--- src/rtl/skew_feeder.sv ---
// skew_feeder: buffers one DIM x DIM operand tile and streams it
// diagonally skewed into a systolic array's row inputs.
module skew_feeder #(
  parameter int DIM  = 8,
  parameter int BITS = 8
) (
  input  logic                           clk,
  input  logic                           rst_n,
  input  logic                           en,
  input  logic                           wr_en,
  input  logic [$clog2(DIM)-1:0]         wr_row,
  input  logic [DIM-1:0][BITS-1:0]       wr_data,
  input  logic                           start,
  output logic [DIM-1:0][BITS-1:0]       Aout,
  output logic                           busy,
  output logic                           last
);

  localparam int TW = $clog2(2 * DIM);
  localparam logic [TW-1:0] T_LAST = TW'(2 * DIM - 2);

  typedef enum logic {
    IDLE,
    STREAM
  } state_t;

  state_t                          r_state;
  state_t                          w_state_nxt;
  logic [TW-1:0]                   r_t;
  logic [TW-1:0]                   w_t_nxt;
  logic [DIM-1:0][DIM-1:0][BITS-1:0] r_buf;
  logic [DIM-1:0][BITS-1:0]        r_aout;
  logic [DIM-1:0][BITS-1:0]        w_aout_nxt;
  logic [DIM-1:0][BITS-1:0]        w_beat;
  logic                            r_last;
  logic                            w_last_nxt;
  logic                            w_wr;

  // Row i sees column t-i: one anti-diagonal of the tile per beat.
  always_comb begin
    w_beat = '0;
    for (int i = 0; i < DIM; i++) begin
      for (int j = 0; j < DIM; j++) begin
        if (int'(r_t) == i + j) begin
          w_beat[i] = r_buf[i][j];
        end
      end
    end
  end

  always_comb begin
    w_state_nxt = r_state;
    w_t_nxt     = r_t;
    w_aout_nxt  = '0;
    w_last_nxt  = 1'b0;
    w_wr        = 1'b0;
    unique case (r_state)
      IDLE: begin
        w_wr    = wr_en;
        w_t_nxt = '0;
        if (start) begin
          w_state_nxt = STREAM;
        end
      end
      STREAM: begin
        w_aout_nxt = w_beat;
        if (r_t == T_LAST) begin
          w_last_nxt  = 1'b1;
          w_state_nxt = IDLE;
          w_t_nxt     = '0;
        end else begin
          w_t_nxt = r_t + TW'(1);
        end
      end
      default: begin
        w_state_nxt = IDLE;
      end
    endcase
  end

  always_ff @(posedge clk or negedge rst_n) begin
    if (!rst_n) begin
      r_state <= IDLE;
      r_t     <= '0;
      r_aout  <= '0;
      r_last  <= 1'b0;
    end else if (en) begin
      r_state <= w_state_nxt;
      r_t     <= w_t_nxt;
      r_aout  <= w_aout_nxt;
      r_last  <= w_last_nxt;
    end
  end

  always_ff @(posedge clk or negedge rst_n) begin
    if (!rst_n) begin
      r_buf <= '0;
    end else if (en && w_wr) begin
      r_buf[wr_row] <= wr_data;
    end
  end

  assign Aout = r_aout;
  assign busy = (r_state == STREAM);
  assign last = r_last;

endmodule

--- config.mk ---
export PLATFORM = sky130hd
export DESIGN_NAME = skew_feeder
export DESIGN_NICKNAME = d
export VERILOG_FILES = /design/src/rtl/skew_feeder.sv
export SDC_FILE = /design/constraint.sdc
export NUM_CORES = 1
export LEC_CHECK = 0
export BUFFER_PORTS_ARGS = -buffer_cell sky130_fd_sc_hd__buf_2
export CAP_MARGIN = 20
export CORE_ASPECT_RATIO = 0.8
export CORE_UTILIZATION = 50
export CTS_BUF_LIST = sky130_fd_sc_hd__clkbuf_4 sky130_fd_sc_hd__clkbuf_8 sky130_fd_sc_hd__clkbuf_16
export DETAILED_ROUTE_END_ITERATION = 16
export GPL_TIMING_DRIVEN = 0
export PLACE_DENSITY = 0.72
export SYNTH_ARGS = -nofsm -noshare
export SYNTH_HDL_FRONTEND = slang
export SYNTH_SLANG_ARGS = --single-unit
--- constraint.sdc ---
create_clock -name clk -period 2 [get_ports clk]
set_clock_uncertainty 0.05 [all_clocks]
set_input_delay 0.1 -clock clk [delete_from_list [all_inputs] [get_ports clk]]
set_output_delay 0.1 -clock clk [all_outputs]
set_load 0.02 [all_outputs]
==> results.yml <==
outcome:
  status: "complete, but fails checks"
  violations: "hold timing, setup timing"
synthesis:
  ys_seq_elements: 582
  synthCells: 2055
  yosys.area.top_type: "dfrtp_1"
  synth_edf_count: 0
  synth_top_area_share_pct: 55.6
  synth_area_sq_um: 26200
  async_flop_share_pct: 100
  yosys_most_used_dff: "dfrtp_1"
  yosys_warnings: 0
  synth_area_leaders: "dfrtp_1 56%, mux2_2 22%, o21ai_0 3.0%"
  avgSynthCellArea_sq_um: 12.8
  ys_seq_area_share_pct: 55.6
  syn-num-nets: 2127
  ys_types: 53
power:
  total_power_w: 0.0520
  ir_drop_mv: 0.854
  p_leak_nw: 15.4
  p_per_area_nw_per_um2: 1560
layout:
  layout_commonest_cell: "dfrtp_1"
  drive_above_1_share_pct: 49.7
  final_cell_mix: "577 x dfrtp_1, 509 x mux2_2, 166 x buf_2"
  area_growth_pct: 26.8
  layout.nets: 2444
sta:
  fin_crit_ns: 2.11
  whs_ns: -0.00360
  period_share_pct: 106
  final-max-slew-violation-count: 0
  worstMarginPinSlew_ns: 0.946
  finalHoldViolCount: 10
  rsz0062_at_grt: "yes"
  setup_viol: 53
  worst_slack_ns: -0.113
  fin_tns_setup_ns: -1.27
  slew_headroom_pct: 36.9
  fmax_mhz: 473
die:
  core-area_sq_um: 51400
  die_w_um: 258
  die_h_um: 207
  num_rows: 74
  initial_utilization_pct: 51.0
  die-area_sq_um: 53400
  io_pins: 138
clocking:
  cts_num_sinks: 582
  cts_tree: "yes"
  cts_made_buffers: 54
  cts_buffer_depth: 3
  htreeDepth: 2
  cts-root-buf: "clkbuf_16"
  insertion_delay_ns: 0.62
  clkSlewWorstSetupHoldPaths_ns: 0.06
worst_setup_path:
  ff2ff_setup_slack_ns: -0.11
  required_ns: 2.43
  rr_startpoint: "r_t[0]"
  reg2reg_depth: 7
  cp_slowest_stage_delay_ns: 0.45
  cp-start-kind: "flip-flop"
  path_cells: "buf_8, buf_12, buf_4, clkbuf_8, o211ai_1, o211ai_1, a221o_1"
  cpMaxStageDelayCell: "dfrtp_2"
  path_max_fanout: 10
  cp-end-kind: "flip-flop"
  crit_buf_inv: 4
  critical_path.top_delay_family: "compound AO/OA/AOI/OAI gates"
  rr_endpoint: "Aout[28]"
  cp.arrival_ns: 2.54
  path_class: "reg -> reg"
  crit_path_frequent_cell: "o211ai_1"
global_routing:
  antenna_found_initial: 10
  grt_pass1_vias: 20300
  grt_pass1_wl_mm: 137
  grt-ovfl-total: 0
  grt_max_degree: 130
  track_usage_pct: 35.8
routing:
  top_layer: "met4"
  viasPerCell: 6.61
  post_drt_wl_per_cell_um: 31.7
  first_pass_iters: 5
  totalWireLength_mm: 98.4
  met2WireLength_mm: 43.8
  route.met3.wl_mm: 10.4
  wl_met1_mm: 39.1
  drc: 0
  vias: 20500
  ant_nets: 0
  dr.first_iter.drc_count: 2249
min_path:
  hp-class: "in -> async"
place:
  hpwl_mm: 67.3
  pre_cts_ws_ns: -0.975
  routabilityCongestion: 0.986
  placement.io_buffers: 137
run:
  cap_violations: 0
[cell usage after synthesis, drive strengths merged, types with 20 or more instances]
library cell / count
buf: 109
nand2: 93
dfrtp: 582
mux2i: 50
o21ai: 161
o22ai: 47
o2bb2ai: 44
nor2: 67
clkbuf: 48
mux2: 514
a21boi: 20
a22oi: 41
a221oi: 26
a21oi: 82
[what timing repair did]
action | 4_1_cts | 5_1_grt
hold buffers | 61 | 0
setup endpoints to repair | 570 | 432
gates resized for setup | 359 | 260
pin swaps | 36 | 82
endpoints found under the hold margin | 553 | 0
setup buffers | 42 | 12
cloned | 2 | 9
[cells by family after synthesis]
kind of cell | count (synthesis) | share of synthesized area [%]
mux | 564 | 24.0
compound gates | 524 | 13.1
flops | 582 | 55.6
buf+inv | 163 | 3.16
simple gates | 222 | 4.19
[worst max path at each step]
| stage | from | endpoint | slack, ns | depth (start not counted) |
|---|---|---|---|---|
| 2_1_floorplan | busy | r_buf[192] | 0.11 | 6 |
| 3_3_place_gp | rst_n | Aout[9] | -10.80 | 1 |
| 3_5_place_dp | r_t[1] | Aout[44] | -0.98 | 7 |
| 4_1_cts | r_t[2] | Aout[6] | -0.08 | 7 |
| 5_1_grt | r_t[0] | Aout[35] | -0.12 | 9 |
| 6_report | r_t[0] | Aout[28] | -0.11 | 7 |
[layer usage]
| layer | up-vias | global-route usage, % |
|---|---|---|
| met3 | 250 | 8.78 |
| li1 | 8240 | - |
| met2 | 1200 | 54.2 |
| met5 | - | 0 |
| met4 | 0 | 16.5 |
| met1 | 10800 | 48.9 |
[where the power goes]
part	total, W	internal (W)	switching, W
clock network	0.0109	0.00622	0.00470
logic	0.0222	0.00959	0.0126
registers	0.0189	0.0160	0.00289
[registers in the layout, indices dropped and copies added (netlist names)]
name and flops:
r_buf 512, Aout 64, r_t 4, busy 1, last 1
[through the flow]
step | std cells | cell area, sq um | utilization, % | hold slack (ns)
2_1_floorplan | 2055 | 26200 | - | -0.246
3_3_place_gp | 2876 | 27800 | 54.0 | 0.289
3_5_place_dp | 2880 | 27900 | 54.2 | 0.154
4_1_cts | 3079 | 32000 | 62.3 | 0.000937
5_1_grt | 3097 | 33200 | 64.7 | 0.0188
6_report | 3102 | 33300 | 64.7 | -0.00360
[cell type report]
| type | count | area [sq um] |
|---|---|---|
| fill | 3727 | 18100 |
| sequential | 582 | 14600 |
| multi-input combinational | 1310 | 12300 |
| timing repair buffer | 264 | 2170 |
| clock buffer | 77 | 1610 |
| buffer | 154 | 1460 |
| tap | 684 | 856 |
| clock inverter | 20 | 244 |
| inverter | 6 | 35.0 |
| antenna | 5 | 12.5 |
(Power assumes the default switching activity.)
